--- config.mk ---
export PLATFORM = sky130hd
export DESIGN_NAME = mem_port_flat
export DESIGN_NICKNAME = d
export VERILOG_FILES = /design/src/rtl/mem_pkg.sv /design/src/rtl/mem_port_if.sv /design/src/rtl/mem_byte_lane.sv /design/src/rtl/mem_port.sv /design/src/flat_wrapper.sv
export SDC_FILE = /design/constraint.sdc
export NUM_CORES = 1
export LEC_CHECK = 0
export ABC_CLOCK_PERIOD_IN_PS = 2100
export BUFFER_PORTS_ARGS = -buffer_cell sky130_fd_sc_hd__buf_2
export CORE_ASPECT_RATIO = 0.9
export CORE_MARGIN = 3
export CORE_UTILIZATION = 39
export CTS_CLUSTER_DIAMETER = 80
export CTS_CLUSTER_SIZE = 8
export DETAILED_ROUTE_END_ITERATION = 6
export GPL_ROUTABILITY_DRIVEN = 1
export SETUP_SLACK_MARGIN = 0.05
export SKIP_LAST_GASP = 1
export SLEW_MARGIN = 25
export SYNTH_ARGS = -nofsm -noshare
export SYNTH_HDL_FRONTEND = slang
export SYNTH_HIERARCHICAL = 1
export SYNTH_SLANG_ARGS = --single-unit
--- constraint.sdc ---
create_clock -name clk -period 2.1 [get_ports clk]
set_clock_uncertainty 0.05 [all_clocks]
set_input_delay 0.21 -clock clk [delete_from_list [all_inputs] [get_ports clk]]
set_output_delay 0.21 -clock clk [all_outputs]
set_load 0.01 [all_outputs]
--- src/rtl/mem_pkg.sv ---
// Shared definitions for the mem_port memory access unit.
//   mem_state_t  : access FSM states
//   SIZE_BYTE/SIZE_WORD : encodings of the request size field
//   RAM_BE_WORD  : byte enables driven to the RAM (always full word)
package mem_pkg;

  typedef enum logic [2:0] {
    ST_IDLE    = 3'd0,
    ST_RD_ADDR = 3'd1,
    ST_RD_DATA = 3'd2,
    ST_WR      = 3'd3,
    ST_FAULT   = 3'd4
  } mem_state_t;

  localparam logic       SIZE_BYTE   = 1'b0;
  localparam logic       SIZE_WORD   = 1'b1;
  localparam logic [1:0] RAM_BE_WORD = 2'b11;

endpackage

--- src/rtl/mem_port_if.sv ---
// CPU-side load/store request bus of mem_port.
//   master (CPU)      : drives req, we, size, sext, addr, wdata
//   slave  (mem_port) : drives ready, ack, err, rdata
interface mem_port_if #(
  parameter int ADDR_W = 16
) ();

  logic              req;
  logic              ready;
  logic              we;
  logic              size;
  logic              sext;
  logic [ADDR_W-1:0] addr;
  logic [15:0]       wdata;
  logic              ack;
  logic              err;
  logic [15:0]       rdata;

  modport master (
    output req, we, size, sext, addr, wdata,
    input  ready, ack, err, rdata
  );

  modport slave (
    input  req, we, size, sext, addr, wdata,
    output ready, ack, err, rdata
  );

endinterface

--- src/rtl/mem_byte_lane.sv ---
// Combinational byte-lane logic for mem_port.
//   word       in  : word read from the RAM
//   hi         in  : selected lane (0 = [7:0], 1 = [15:8])
//   size       in  : SIZE_BYTE / SIZE_WORD
//   sext       in  : sign-extend byte loads
//   wbyte      in  : byte to be stored
//   load_data  out : load result (word, or extended byte lane)
//   store_data out : word with the selected lane replaced by wbyte
module mem_byte_lane
  import mem_pkg::*;
(
  input  logic [15:0] word,
  input  logic        hi,
  input  logic        size,
  input  logic        sext,
  input  logic [7:0]  wbyte,
  output logic [15:0] load_data,
  output logic [15:0] store_data
);

  logic [7:0] lane;

  always_comb begin
    lane = hi ? word[15:8] : word[7:0];

    if (size == SIZE_WORD) begin
      load_data = word;
    end else begin
      load_data = {{8{sext & lane[7]}}, lane};
    end

    store_data = hi ? {wbyte, word[7:0]} : {word[15:8], wbyte};
  end

endmodule

--- src/rtl/mem_port.sv ---
// CPU load/store unit in front of a single-port synchronous RAM with
// one-cycle registered read data. Byte stores are done as read-modify-write
// so the RAM only ever sees full-word writes.
//   clk, rst_n : clock, synchronous active-low reset
//   bus        : CPU request bus (slave side)
//   ram_addr   : RAM word index (registered)
//   ram_wdata  : RAM write data (registered)
//   ram_be     : RAM byte enables, always full word
//   ram_we     : RAM write enable (registered, one cycle per store)
//   ram_rdata  : RAM read data, valid the cycle after ram_addr is latched
module mem_port
  import mem_pkg::*;
#(
  parameter int ADDR_W = 16
) (
  input  logic        clk,
  input  logic        rst_n,
  mem_port_if.slave   bus,
  output logic [15:0] ram_addr,
  output logic [15:0] ram_wdata,
  output logic [1:0]  ram_be,
  output logic        ram_we,
  input  logic [15:0] ram_rdata
);

  mem_state_t  state_q, state_d;
  logic        lat_we_q, lat_we_d;
  logic        lat_size_q, lat_size_d;
  logic        lat_sext_q, lat_sext_d;
  logic        lat_hi_q, lat_hi_d;
  logic [7:0]  lat_wbyte_q, lat_wbyte_d;
  logic        ack_q, ack_d;
  logic        err_q, err_d;
  logic [15:0] rdata_q, rdata_d;
  logic [15:0] ram_addr_q, ram_addr_d;
  logic [15:0] ram_wdata_q, ram_wdata_d;
  logic        ram_we_q, ram_we_d;

  logic [15:0] load_data;
  logic [15:0] store_data;

  mem_byte_lane u_lane (
    .word       (ram_rdata),
    .hi         (lat_hi_q),
    .size       (lat_size_q),
    .sext       (lat_sext_q),
    .wbyte      (lat_wbyte_q),
    .load_data  (load_data),
    .store_data (store_data)
  );

  // NOTE: every signal gets a default before the case so no path leaves it
  // unassigned; otherwise synthesis would infer a latch to hold its value.
  always_comb begin
    state_d     = state_q;
    lat_we_d    = lat_we_q;
    lat_size_d  = lat_size_q;
    lat_sext_d  = lat_sext_q;
    lat_hi_d    = lat_hi_q;
    lat_wbyte_d = lat_wbyte_q;
    ack_d       = 1'b0;
    err_d       = 1'b0;
    rdata_d     = rdata_q;
    ram_addr_d  = ram_addr_q;
    ram_wdata_d = ram_wdata_q;
    ram_we_d    = 1'b0;

    case (state_q)
      ST_IDLE: begin
        if (bus.req) begin
          lat_we_d    = bus.we;
          lat_size_d  = bus.size;
          lat_sext_d  = bus.sext;
          lat_hi_d    = bus.addr[0];
          lat_wbyte_d = bus.wdata[7:0];
          if (bus.size == SIZE_WORD && bus.addr[0]) begin
            // Misaligned word: report it without touching the RAM.
            state_d = ST_FAULT;
          end else begin
            ram_addr_d = 16'(bus.addr[ADDR_W-1:1]);
            if (bus.we && bus.size == SIZE_WORD) begin
              state_d     = ST_WR;
              ram_wdata_d = bus.wdata;
              ram_we_d    = 1'b1;
            end else begin
              // Loads and byte stores both need the current word first.
              state_d = ST_RD_ADDR;
            end
          end
        end
      end
      ST_RD_ADDR: state_d = ST_RD_DATA;
      ST_RD_DATA: begin
        if (lat_we_q) begin
          state_d     = ST_WR;
          ram_wdata_d = store_data;
          ram_we_d    = 1'b1;
        end else begin
          state_d = ST_IDLE;
          ack_d   = 1'b1;
          rdata_d = load_data;
        end
      end
      ST_WR: begin
        state_d = ST_IDLE;
        ack_d   = 1'b1;
      end
      ST_FAULT: begin
        state_d = ST_IDLE;
        ack_d   = 1'b1;
        err_d   = 1'b1;
        rdata_d = 16'h0000;
      end
      default: state_d = ST_IDLE;
    endcase
  end

  // NOTE: sequential state uses non-blocking assignments so every register
  // samples pre-edge values, independent of statement order.
  always_ff @(posedge clk) begin
    if (!rst_n) begin
      state_q     <= ST_IDLE;
      lat_we_q    <= 1'b0;
      lat_size_q  <= SIZE_BYTE;
      lat_sext_q  <= 1'b0;
      lat_hi_q    <= 1'b0;
      lat_wbyte_q <= 8'h00;
      ack_q       <= 1'b0;
      err_q       <= 1'b0;
      rdata_q     <= 16'h0000;
      ram_addr_q  <= 16'h0000;
      ram_wdata_q <= 16'h0000;
      ram_we_q    <= 1'b0;
    end else begin
      state_q     <= state_d;
      lat_we_q    <= lat_we_d;
      lat_size_q  <= lat_size_d;
      lat_sext_q  <= lat_sext_d;
      lat_hi_q    <= lat_hi_d;
      lat_wbyte_q <= lat_wbyte_d;
      ack_q       <= ack_d;
      err_q       <= err_d;
      rdata_q     <= rdata_d;
      ram_addr_q  <= ram_addr_d;
      ram_wdata_q <= ram_wdata_d;
      ram_we_q    <= ram_we_d;
    end
  end

  assign bus.ready = (state_q == ST_IDLE);
  assign bus.ack   = ack_q;
  assign bus.err   = err_q;
  assign bus.rdata = rdata_q;
  assign ram_addr  = ram_addr_q;
  assign ram_wdata = ram_wdata_q;
  assign ram_we    = ram_we_q;
  assign ram_be    = RAM_BE_WORD;

endmodule

--- src/flat_wrapper.sv ---
// flat-port wrapper written by rule: the top's interface ports become plain ports
module mem_port_flat import mem_pkg::*;
#(
  parameter int ADDR_W = 16
)
  (clk, rst_n, ram_addr, ram_wdata, ram_be, ram_we, ram_rdata, bus_req, bus_we, bus_size, bus_sext, bus_addr, bus_wdata, bus_ready, bus_ack, bus_err, bus_rdata);
  mem_port_if #(.ADDR_W(ADDR_W)) bus_i ();
  input  logic clk;
  input  logic rst_n;
  output logic [15:0] ram_addr;
  output logic [15:0] ram_wdata;
  output logic [1:0] ram_be;
  output logic ram_we;
  input  logic [15:0] ram_rdata;
  input wire logic [$bits(bus_i.req)-1:0] bus_req;
  input wire logic [$bits(bus_i.we)-1:0] bus_we;
  input wire logic [$bits(bus_i.size)-1:0] bus_size;
  input wire logic [$bits(bus_i.sext)-1:0] bus_sext;
  input wire logic [$bits(bus_i.addr)-1:0] bus_addr;
  input wire logic [$bits(bus_i.wdata)-1:0] bus_wdata;
  output wire logic [$bits(bus_i.ready)-1:0] bus_ready;
  output wire logic [$bits(bus_i.ack)-1:0] bus_ack;
  output wire logic [$bits(bus_i.err)-1:0] bus_err;
  output wire logic [$bits(bus_i.rdata)-1:0] bus_rdata;
  assign bus_i.req = bus_req;
  assign bus_i.we = bus_we;
  assign bus_i.size = bus_size;
  assign bus_i.sext = bus_sext;
  assign bus_i.addr = bus_addr;
  assign bus_i.wdata = bus_wdata;
  assign bus_ready = bus_i.ready;
  assign bus_ack = bus_i.ack;
  assign bus_err = bus_i.err;
  assign bus_rdata = bus_i.rdata;
  mem_port #(.ADDR_W(ADDR_W)) u_core (.clk(clk), .rst_n(rst_n), .bus(bus_i), .ram_addr(ram_addr), .ram_wdata(ram_wdata), .ram_be(ram_be), .ram_we(ram_we), .ram_rdata(ram_rdata));
endmodule
==> results of run 1 <==
[cells in the mapped netlist, types with 2 or more instances]
cell type	number
mux2_4	7
clkbuf_1	11
nor3b_1	3
mux2i_1	36
and2_1	2
conb_1	2
nor2_1	21
nand2b_1	4
buf_2	10
a221oi_1	16
nand3b_1	2
a32o_1	12
mux2_2	15
a21oi_1	15
buf_6	4
o21ai_1	7
inv_1	4
buf_4	4
dfxtp_1	65
o21bai_1	2
nand2_1	65
[worst max path at each step]
stage	endpoint	slack (ns)	depth (start not counted)	start
after floorplan	u_core/ram_addr[10]	0.46	5	u_core/state_q[2]
after global placement	u_core/ram_wdata[12]	0.32	3	u_core/state_q[1]
after detailed placement	u_core/ram_wdata[12]	0.28	3	u_core/state_q[1]
after CTS	u_core/ram_wdata[12]	0.27	3	u_core/state_q[1]
after global routing	u_core/ram_wdata[9]	0.12	3	u_core/state_q[1]
final	u_core/ram_wdata[7]	0.26	3	u_core/state_q[1]
[tightest hold or removal path, cell delays in order]
cell and delay (ns):
buf_2 0.09, nand2_1 0.05, mux2i_1 0.05
[per-layer routing]
metal	vias up	wire length (µm)	GRT usage (%)
li1	1336	-	-
met1	1188	3750	24.2
met2	95	3500	26.6
met3	6	656	6.10
met4	0	68	5.16
met5	-	0	0
[state kept, by name, summed over array words and instances (netlist names), 3 cells and up]
name and cells:
u_core/state_q 3, u_core/ram_wdata 16, u_core/lat_wbyte_q 8, u_core/bus.rdata 16
u_core/ram_addr 15
[power by group]
part / leakage (nW) / internal (mW) / switching [mW] / total (mW)
clock network: 0.133 / 0.910 / 0.499 / 1.41
registers: 0.530 / 1.30 / 0.0485 / 1.34
logic: 1.09 / 0.224 / 0.244 / 0.467
[cell families (layout without fill, tap and decap cells)]
logic type / count (synthesis) / count (layout) / synth area share, %
AND/OR/NAND/NOR: 107 / 107 / 16.2
flip-flops: 65 / 65 / 42.0
multiplexers: 59 / 59 / 21.2
AO/OA/AOI/OAI: 58 / 58 / 14.1
buffers and inverters: 34 / 136 / 6.34
other: 2 / 3 / 0.242
[area by class of cell]
class | count | area (µm²) | area share (%)
Clock inverter | 7 | 143 | 3.61
Inverter | 4 | 15.0 | 0.380
Multi-Input combinational cell | 227 | 1620 | 41.1
Timing Repair Buffer | 116 | 623 | 15.8
Sequential cell | 65 | 1300 | 32.9
Clock buffer | 9 | 124 | 3.14
Tap cell | 96 | 120 | 3.04
[stage by stage]
stage,cells,area [µm²],power [mW],setup slack [ns],hold WS (ns)
2_1_floorplan,326,3100,1.67,0.458,0.296
3_3_place_gp,508,3680,1.84,0.318,0.389
3_5_place_dp,508,3680,1.84,0.283,0.396
4_1_cts,524,3950,3.25,0.266,0.0391
5_1_grt,524,3950,3.36,0.123,0.0458
6_report,524,3950,3.22,0.256,0.0522
==> reports/results.md, run 1 <==
| Group | Metric | Value |
| --- | --- | --- |
| sta | Normalized max-slew margin | 41.2% |
| yosys | Number of distinct library cell variants in the gate-level netlist after synthesis | 39 |
| yosys | Post-synth top area cell | dfxtp_1 |
| setup path | Buf/Inv on CP | 0 |
| status | Result of the run | finished, final reports clean |
| place | Detail Placement HPWL | 5940 µm |
| die | Die H | 90.6 µm |
| setup path | Max stage delay on crit path | 0.62 ns |
| finish | Most common cell after layout, fill and taps aside | buf_2 |
| setup path | Cells along the critical path | nor4bb_2, a21o_1, a221oi_1 |
| clock network | Clock slew seen by the registers of the worst setup and hold paths | 0.08 ns |
| setup path | Endpoint kind of the worst setup timing path | register |
| sta | Final worst path period share | 87.8% |
| die | Number of standard-cell rows in the floorplan | 30 |
| power and ir drop | Leak pwr | 1.76 nW |
| setup path | Peak fanout along the critical path | 16 |
| yosys | Share of flip-flops with an asynchronous set or reset | 0% |
| finish | Fillers | 741 |
| clock network | Root buffer selected by CTS | clkbuf_8 |
| yosys | Sequential element share of the synthesized area | 42.0% |
| yosys | Synthesized area divided by synthesized cell count | 9.54 µm² |
| global routing | Total global routing track utilization | 17.8% |
| setup path | Register-to-Register Setup Slack | 0.26 ns |
| finish | Antenna diode count | 0 |
| sta | Least-Margin Pin Slew | 0.880 ns |
| finish | Leading cell types in the layout, fill and taps excluded | buf_2 (104), nand2_1 (65), dfxtp_1 (65) |
| routing | Residual antenna-violating net count after detailed routing | 0 |
| routing | Total number of vias | 2625 |
| min path | Hold-critical path endpoint | u_core/ram_addr[11] |
| global routing | Number of global-route vias before repair | 2534 |
| routing | Routed wirelength normalized by instance count | 15.2 µm |
| clock network | Later-pin clock latency in the skew report | 0.34 ns |
| place | Routability Congestion | 0.769 |
| global routing | Maximum number of pins on one net before global-route repair | 42 |
| yosys | Synth top area cells | dfxtp_1 (42%), mux2i_1 (12%), nand2_1 (7.9%), mux2_2 (5.4%), a221oi_1 (4.5%) |
| setup path | CP Launch Type | register |
| global routing | Total grt overflow | 0 |
| yosys | Synthesized netlist cell count | 325 |
| die | Boundary Pins | 108 |
| sta | Final setup violation count | 0 |
| die | Die area | 9060 µm² |
| finish | Post-layout nets | 477 |
| global routing | Initial antenna violation count | 0 |
| place | Count of input and output buffers | 104 |
| clock network | Hold bufs inserted after CTS | 0 |
| setup path | Critical path data arrival time | 2.00 ns |
| power and ir drop | IR Drop Worst-Case VDD | 0.000440 V |
| min path | Start point of the worst min-delay path | bus_addr[12] |
| sta | Total Negative Setup Slacks | 0 ns |
| setup path | Library cell contributing the largest single delay on the critical path | dfxtp_1 |
| clock network | Sink Count | 65 |
| global routing | Wire length of the first global-routing pass | 12900 µm |
| die | Die width | 100 µm |
| setup path | Worst Setup Path Type | reg2reg |
| sta | RSZ-0062 raised after global routing | no |
| setup path | Length in cells of the worst reg-to-reg path | 3 |
| yosys | Top cell type's share of synthesized area | 42.0% |
| sta | Achievable frequency | 0.542 GHz |
| job | Max-cap viol count | 0 |
| setup path | Launch instance of the worst register-to-register path | u_core/state_q[1] |
| clock network | TritonCTS clock tree | yes |
| yosys | Post-synth EDFFs | 0 |
| yosys | Synth Flop Type | dfxtp_1 |
| clock network | Number of instances resized during post-cts repair | 0 |
| yosys | Yosys reg bits | 65 |
| finish | Synthesis-to-layout area growth | 27.4% |
| clock network | Number of clock buffers inserted by TritonCTS | 9 |
| yosys | Summed instance area of the synthesized netlist | 3100 µm² |
| clock network | Clk buf depth | 2 |
| setup path | CP top delay family | flip-flops |
| die | Effective utilization at floorplan | 40.7% |
| die | Core Footprint | 7620 µm² |
| sta | Number of max-slew violations in the final report | 0 |
| setup path | Worst R2R End | u_core/ram_wdata[7] |
| yosys | Yosys warns | 6 |
| routing | First-pass iteration count of the detailed router | 4 |
| sta | Endpoints failing hold | 0 |
| finish | Share of final-layout standard cells stronger than drive strength 1 | 37.9% |
| sta | Minimum clock period after layout | 1.84 ns |
| clock network | H-tree levels | 3 |
| routing | Detail-routed via count per cell | 5.01 |
| min path | Worst hold path cell count | 3 |
| clock network | Post-CTS Setup Bufs | 0 |
| routing | Initial DRC count | 97 |
| min path | Worst hold path type | in2reg |
| setup path | Required time of the critical path | 2.25 ns |
| finish | Utilization after layout | 51.8% |
| power and ir drop | Power per cell area | 815 nW/µm² |
| routing | Residual DRC | 0 |
| routing | Overall routed net length | 7970 µm |
No activity file was read; power rests on OpenSTA's default activity.
==> run 2, diff against run 1 <==
--- a/config.mk
+++ b/config.mk
@@ -7,15 +7,14 @@
 export LEC_CHECK = 0
 export ABC_CLOCK_PERIOD_IN_PS = 2100
 export BUFFER_PORTS_ARGS = -buffer_cell sky130_fd_sc_hd__buf_2
-export CORE_ASPECT_RATIO = 0.9
+export CORE_ASPECT_RATIO = 1.4
 export CORE_MARGIN = 3
 export CORE_UTILIZATION = 39
 export CTS_CLUSTER_DIAMETER = 80
 export CTS_CLUSTER_SIZE = 8
 export DETAILED_ROUTE_END_ITERATION = 6
 export GPL_ROUTABILITY_DRIVEN = 1
-export SETUP_SLACK_MARGIN = 0.05
-export SKIP_LAST_GASP = 1
+export SETUP_SLACK_MARGIN = 0.15
 export SLEW_MARGIN = 25
 export SYNTH_ARGS = -nofsm -noshare
 export SYNTH_HDL_FRONTEND = slang
==> run 2 against run 1 <==
First-iteration DRC count up 12%; utilization shrank 0.70 points; non-clock buffer count is 1 lower; hold slack better by 0.012 ns; combinational power barely moved; count of clock-buffer cells in the layout up 1; critical path depth is 1 higher.
==> reports/results.md, run 2 (synthesis gave the netlist of run 1 again) <==
| Group | Metric | Value | Delta |
| --- | --- | --- | --- |
| status | Result of the run | finished, final reports clean |  |
| global routing | Global route hottest layer | met2 |  |
| finish | Leading cell types in the layout, fill and taps excluded | buf_2 (104), nand2_1 (65), dfxtp_1 (65) |  |
| clock network | Clk buf depth | 2 | unchanged |
| setup path | CP Launch Type | register |  |
| power and ir drop | Net switching fraction of the power | 28.5% | +3.9 points |
| global routing | Initial antenna violation count | 0 | unchanged |
| clock network | Number of clock buffers inserted by TritonCTS | 9 | unchanged |
| setup path | Max stage delay on crit path | 0.60 ns | -0.02 ns |
| global routing | Global routing usage on met1 | 22.8% | -1.4 points |
| clock network | Later-pin clock latency in the skew report | 0.33 ns | about the same |
| power and ir drop | Sequential group share of total power | 48.5% | +6.8 points |
| routing | Residual DRC | 0 | unchanged |
| finish | Most common cell after layout, fill and taps aside | buf_2 |  |
| die | Die area | 9070 µm² | +0.15% |
| power and ir drop | Power per cell area | 717 nW/µm² | -12% |
| sta | Normalized max-slew margin | 40.5% | -0.70 points |
| finish | Area used by sequential logic in the layout | 1300 µm² | unchanged |
| routing | Detail-routed via count per cell | 5.03 | +0.42% |
| power and ir drop | Internal Power | 1.98 mW | -18% |
| place | Routability Congestion | 0.818 | +6.3% |
| die | Core Footprint | 7550 µm² | -0.97% |
| clock network | Root buffer selected by CTS | clkbuf_8 |  |
| setup path | Endpoint kind of the worst setup timing path | register |  |
| sta | Final worst path period share | 85.5% | -2.4 points |
| power and ir drop | IR Drop Worst-Case VDD | 0.000403 V | -8.3% |
| setup path | Peak fanout along the critical path | 15 | -1 |
| finish | Combined area of the multi-input logic cells | 1630 µm² | about the same |
| finish | Fillers | 731 | -1.3% |
| sta | Number of max-slew violations in the final report | 0 | unchanged |
| finish | Antenna diode count | 0 | unchanged |
| finish | Post-layout nets | 476 | -0.21% |
| die | Boundary Pins | 108 | unchanged |
| min path | Worst hold path type | in2reg |  |
| die | Effective utilization at floorplan | 41.1% | +0.40 points |
| global routing | Wire length of the first global-routing pass | 12700 µm | -1.1% |
| finish | Share of final-layout standard cells stronger than drive strength 1 | 37.9% | +0.089 points |
| die | Die H | 111 µm | +23% |
| clock network | Clock slew seen by the registers of the worst setup and hold paths | 0.07 ns | about the same |
| power and ir drop | Part of the power in combinational logic | 16.8% | +2.3 points |
| routing | Routed wirelength normalized by instance count | 14.8 µm | -2.5% |
| power and ir drop | Switch Pwr | 0.788 mW | -0.35% |
| sta | Minimum clock period after layout | 1.79 ns | -0.0495 ns |
| setup path | Cells along the critical path | or4b_1, a21oi_4, buf_4, mux2i_1 |  |
| setup path | Buf/Inv on CP | 1 | +1 |
| sta | RSZ-0062 raised after global routing | no |  |
| sta | Least-Margin Pin Slew | 0.891 ns | +0.0105 ns |
| routing | Initial DRC count | 109 | +12% |
| clock network | H-tree levels | 3 | unchanged |
| routing | Residual antenna-violating net count after detailed routing | 0 | unchanged |
| place | Count of input and output buffers | 104 | unchanged |
| setup path | CP top delay family | simple AND/OR/NAND/NOR gates |  |
| power and ir drop | Share of total power in the clock network | 34.7% | -9.1 points |
| routing | Overall routed net length | 7770 µm | -2.5% |
| global routing | Number of global-route vias before repair | 2613 | +3.1% |
| sta | Endpoints failing hold | 0 | unchanged |
| setup path | Worst Setup Path Type | reg2reg |  |
| routing | Total number of vias | 2636 | +0.42% |
| routing | First-pass iteration count of the detailed router | 4 | unchanged |
| finish | Final std cell area, no fill | 3860 µm² | -2.3% |
| place | Instance area after placement | 3680 µm² | -0.17% |
| clock network | TritonCTS clock tree | yes |  |
| power and ir drop | Leak pwr | 1.70 nW | -3.0% |
| clock network | Post-CTS Setup Bufs | 0 | unchanged |
| sta | Final setup violation count | 0 | unchanged |
| die | Number of standard-cell rows in the floorplan | 37 | +23% |
| clock network | Sink Count | 65 | unchanged |
| setup path | Critical path data arrival time | 2.00 ns | about the same |
| global routing | Met3 GRT Util | 3.88% | -2.2 points |
| finish | Synthesis-to-layout area growth | 24.5% |  |
| sta | Achievable frequency | 0.557 GHz | +2.8% |
| global routing | Total global routing track utilization | 17.8% | about the same |
| global routing | Met2 global-route usage | 28.3% | +1.7 points |
| setup path | Library cell contributing the largest single delay on the critical path | or4b_1 |  |
| global routing | Maximum number of pins on one net before global-route repair | 32 | -24% |
| place | Placed Cells | 508 | unchanged |
| finish | Layout Cells excl Fill | 524 | unchanged |
| global routing | Total grt overflow | 0 | unchanged |
| setup path | Required time of the critical path | 2.31 ns | +0.06 ns |
| sta | Total Negative Setup Slacks | 0 ns | unchanged |
| job | Max-cap viol count | 0 | unchanged |
| clock network | Hold bufs inserted after CTS | 0 | unchanged |
| place | Detail Placement HPWL | 5860 µm | -1.4% |
| die | Die width | 81.4 µm | -19% |
[run 2: layer usage]
metal / wire length (µm) / up-vias / part of all wire, %
li1: - / 1338 / -
met1: 3420 / 1207 / 44
met2: 3720 / 78 / 48
met3: 467 / 13 / 6.0
met4: 170 / 0 / 2.2
met5: 0 / - / 0
[run 2: final timing paths]
kind,from,end,slack (ns),depth (start not counted)
hold / removal,bus_addr[12],u_core/ram_addr[11],0.06,3
setup / recovery,u_core/state_q[1],u_core/ram_addr[4],0.31,4
setup reg to reg,u_core/state_q[1],u_core/ram_addr[4],0.31,4
hold reg to reg,u_core/ram_addr[11],u_core/ram_addr[11],0.40,2
[run 2: final cells by class]
cell class	instances	area share (%)
Multi-Input combinational cell	227	42.1
Sequential cell	65	33.7
Timing Repair Buffer	115	16.0
Clock buffer	10	3.57
Tap cell	97	3.15
Clock inverter	6	1.10
Inverter	4	0.389
[run 2: worst min-delay path: stages]
cell and delay (ns):
buf_2 0.09, nand2_1 0.04, mux2i_1 0.05
[run 2: power groups by stage]
stage / sequential [mW] / combinational, mW / clock [mW]
2_1_floorplan: 1.38 / 0.297 / 0
3_3_place_gp: 1.37 / 0.463 / 0
3_5_place_dp: 1.37 / 0.469 / 0
4_1_cts: 1.34 / 0.470 / 0.992
5_1_grt: 1.35 / 0.511 / 1.04
6_report: 1.34 / 0.465 / 0.961
[run 2: what timing repair did]
action | CTS | global route
hold endpoints to repair | 0 | 0
endpoints found under the setup margin | 0 | 15
gates resized for setup | 0 | 1
[run 2: through the flow]
step / setup slack [ns] / hold WS [ns] / utilization, % / power (mW)
floorplan: 0.458 / 0.296 / - / 1.67
global placement: 0.314 / 0.390 / 48.7 / 1.83
detailed placement: 0.280 / 0.397 / 48.7 / 1.84
CTS: 0.278 / 0.0451 / 51.1 / 2.81
global route: 0.154 / 0.0634 / 51.1 / 2.90
finish: 0.305 / 0.0643 / 51.1 / 2.77
==> run 3, diff against run 2 <==
--- a/config.mk
+++ b/config.mk
@@ -7,13 +7,16 @@
 export LEC_CHECK = 0
 export ABC_CLOCK_PERIOD_IN_PS = 2100
 export BUFFER_PORTS_ARGS = -buffer_cell sky130_fd_sc_hd__buf_2
+export CELL_PAD_IN_SITES_DETAIL_PLACEMENT = 1
+export CELL_PAD_IN_SITES_GLOBAL_PLACEMENT = 1
 export CORE_ASPECT_RATIO = 1.4
 export CORE_MARGIN = 3
-export CORE_UTILIZATION = 39
+export CORE_UTILIZATION = 37
 export CTS_CLUSTER_DIAMETER = 80
 export CTS_CLUSTER_SIZE = 8
 export DETAILED_ROUTE_END_ITERATION = 6
 export GPL_ROUTABILITY_DRIVEN = 1
+export PLACE_DENSITY_LB_ADDON = 0.1
 export SETUP_SLACK_MARGIN = 0.15
 export SLEW_MARGIN = 25
 export SYNTH_ARGS = -nofsm -noshare
==> run 3 against run 2 <==
Utilization shrank 2.0 points; power grew 4.6%; non-clock buffer count grew 2.
==> reports/results.md, run 3 (synthesis gave the netlist of run 1 again) <==
| Group | Metric | Value | Delta |
| --- | --- | --- | --- |
| status | Result of the run | finished, final reports clean |  |
| routing | Residual DRC | 0 | unchanged |
| power and ir drop | Part of the power in combinational logic | 17.0% | +0.2 points |
| routing | Total number of vias | 2756 | +4.6% |
| clock network | Post-CTS Setup Bufs | 0 | unchanged |
| finish | Share of final-layout standard cells stronger than drive strength 1 | 37.9% | -0.089 points |
| power and ir drop | Leak pwr | 1.72 nW | +0.86% |
| clock network | Number of clock buffers inserted by TritonCTS | 9 | unchanged |
| global routing | Global route hottest layer | met2 |  |
| die | Die H | 114 µm | +2.5% |
| die | Die area | 9530 µm² | +5.1% |
| setup path | CP Launch Type | register |  |
| clock network | Clock slew seen by the registers of the worst setup and hold paths | 0.07 ns | about the same |
| setup path | Critical path data arrival time | 2.01 ns | about the same |
| sta | Minimum clock period after layout | 1.79 ns | -0.00876 ns |
| sta | Least-Margin Pin Slew | 0.970 ns | +0.0797 ns |
| finish | Most common cell after layout, fill and taps aside | buf_2 |  |
| finish | Fillers | 963 | +32% |
| global routing | Global routing usage on met1 | 22.2% | -0.57 points |
| place | Routability Congestion | 0.804 | -1.7% |
| routing | Routed wirelength normalized by instance count | 17.4 µm | +17% |
| clock network | Clk buf depth | 2 | unchanged |
| clock network | Later-pin clock latency in the skew report | 0.34 ns | about the same |
| sta | Final setup violation count | 0 | unchanged |
| finish | Synthesis-to-layout area growth | 25.9% |  |
| die | Number of standard-cell rows in the floorplan | 38 | +2.7% |
| sta | RSZ-0062 raised after global routing | no |  |
| power and ir drop | Power per cell area | 742 nW/µm² | +3.4% |
| min path | Worst hold path type | in2reg |  |
| sta | Achievable frequency | 0.560 GHz | +0.49% |
| power and ir drop | IR Drop Worst-Case VDD | 0.000393 V | -2.5% |
| setup path | Register-to-Register Setup Slack | 0.31 ns | about the same |
| sta | Number of max-slew violations in the final report | 0 | unchanged |
| finish | Post-layout nets | 478 | +0.42% |
| die | Effective utilization at floorplan | 39.0% | -2.0 points |
| clock network | Sink Count | 65 | unchanged |
| clock network | TritonCTS clock tree | yes |  |
| place | Count of input and output buffers | 104 | unchanged |
| global routing | Total grt overflow | 0 | unchanged |
| routing | Residual antenna-violating net count after detailed routing | 0 | unchanged |
| sta | Total Negative Setup Slacks | 0 ns | unchanged |
| global routing | Met2 global-route usage | 36.4% | +8.1 points |
| finish | Leading cell types in the layout, fill and taps excluded | buf_2 (104), nand2_1 (65), dfxtp_1 (65) |  |
| global routing | Initial antenna violation count | 0 | unchanged |
| die | Core Footprint | 7940 µm² | +5.2% |
| routing | Detail-routed via count per cell | 5.22 | +3.8% |
| power and ir drop | Internal Power | 2.07 mW | +4.5% |
| setup path | Endpoint kind of the worst setup timing path | register |  |
| power and ir drop | Net switching fraction of the power | 28.5% | +0.077 points |
| global routing | Total global routing track utilization | 19.9% | +2.1 points |
| die | Die width | 83.4 µm | +2.5% |
| global routing | Met3 GRT Util | 5.04% | +1.2 points |
| die | Boundary Pins | 108 | unchanged |
| global routing | Wire length of the first global-routing pass | 14900 µm | +17% |
| power and ir drop | Sequential group share of total power | 46.2% | -2.3 points |
| job | Max-cap viol count | 0 | unchanged |
| clock network | Root buffer selected by CTS | clkbuf_8 |  |
| clock network | H-tree levels | 3 | unchanged |
| sta | Endpoints failing hold | 0 | unchanged |
| clock network | Number of instances resized during post-cts repair | 0 | unchanged |
| place | Detail Placement HPWL | 6960 µm | +19% |
| sta | Final worst path period share | 85.1% | -0.42 points |
| power and ir drop | Switch Pwr | 0.826 mW | +4.8% |
| routing | First-pass iteration count of the detailed router | 4 | unchanged |
| global routing | Number of global-route vias before repair | 2939 | +12% |
| power and ir drop | Total power | 2.89 mW | +4.6% |
| power and ir drop | Share of total power in the clock network | 36.9% | +2.2 points |
| finish | Antenna diode count | 0 | unchanged |
| sta | Normalized max-slew margin | 35.2% | -5.3 points |
| global routing | Maximum number of pins on one net before global-route repair | 39 | +22% |
| routing | Initial DRC count | 137 | +26% |
| setup path | Peak fanout along the critical path | 12 | -3 |
| setup path | Required time of the critical path | 2.33 ns | +0.02 ns |
| clock network | Hold bufs inserted after CTS | 0 | unchanged |
| setup path | Worst Setup Path Type | reg2reg |  |
| routing | Overall routed net length | 9160 µm | +18% |
[run 3: worst paths after layout]
kind | start | end | cells past startpoint
setup / recovery | u_core/lat_we_q | u_core/bus.rdata[8] | 3
setup reg to reg | u_core/lat_we_q | u_core/bus.rdata[8] | 3
hold reg to reg | u_core/ram_addr[1] | u_core/ram_addr[1] | 2
hold / removal | bus_sext | u_core/lat_sext_q | 3
[run 3: routing by layer]
metal / vias up / share of wire (%)
met5: - / 0
met4: 0 / 1.8
met3: 12 / 5.6
met2: 85 / 53
met1: 1316 / 40
li1: 1343 / -
[run 3: power by group through the flow]
stage	clock, mW	sequential [mW]	combinational [mW]
final	1.07	1.34	0.492
after CTS	1.10	1.34	0.499
after detailed placement	0	1.36	0.497
after floorplan	0	1.38	0.297
after global placement	0	1.36	0.489
after global routing	1.16	1.35	0.538
[run 3: worst max-delay path: stages, from the launching register on]
cell      delay, ns
dfxtp_1        0.50
nor3b_1        0.11
o21bai_1       0.78
a32o_1         0.28
[run 3: stage by stage]
| step | cell area [µm²] | std cells | util [%] | hold WS (ns) | worst slack, ns |
|---|---|---|---|---|---|
| final | 3900 | 528 | 49.1 | 0.0574 | 0.314 |
| after CTS | 3900 | 528 | 49.1 | 0.0401 | 0.326 |
| after global placement | 3710 | 513 | 46.7 | 0.389 | 0.388 |
| after global routing | 3900 | 528 | 49.1 | 0.0547 | 0.210 |
| after floorplan | 3100 | 326 | - | 0.296 | 0.458 |
| after detailed placement | 3710 | 513 | 46.7 | 0.397 | 0.326 |
[run 3: final cells by class]
cell class | count | area, µm² | area share, %
inverters | 4 | 15.0 | 0.385
flip-flops and latches | 65 | 1300 | 33.3
clock buffers | 9 | 124 | 3.17
multi-input cells | 227 | 1620 | 41.6
repair buffers | 117 | 643 | 16.5
well taps | 100 | 125 | 3.21
clock inverters | 6 | 70.1 | 1.80
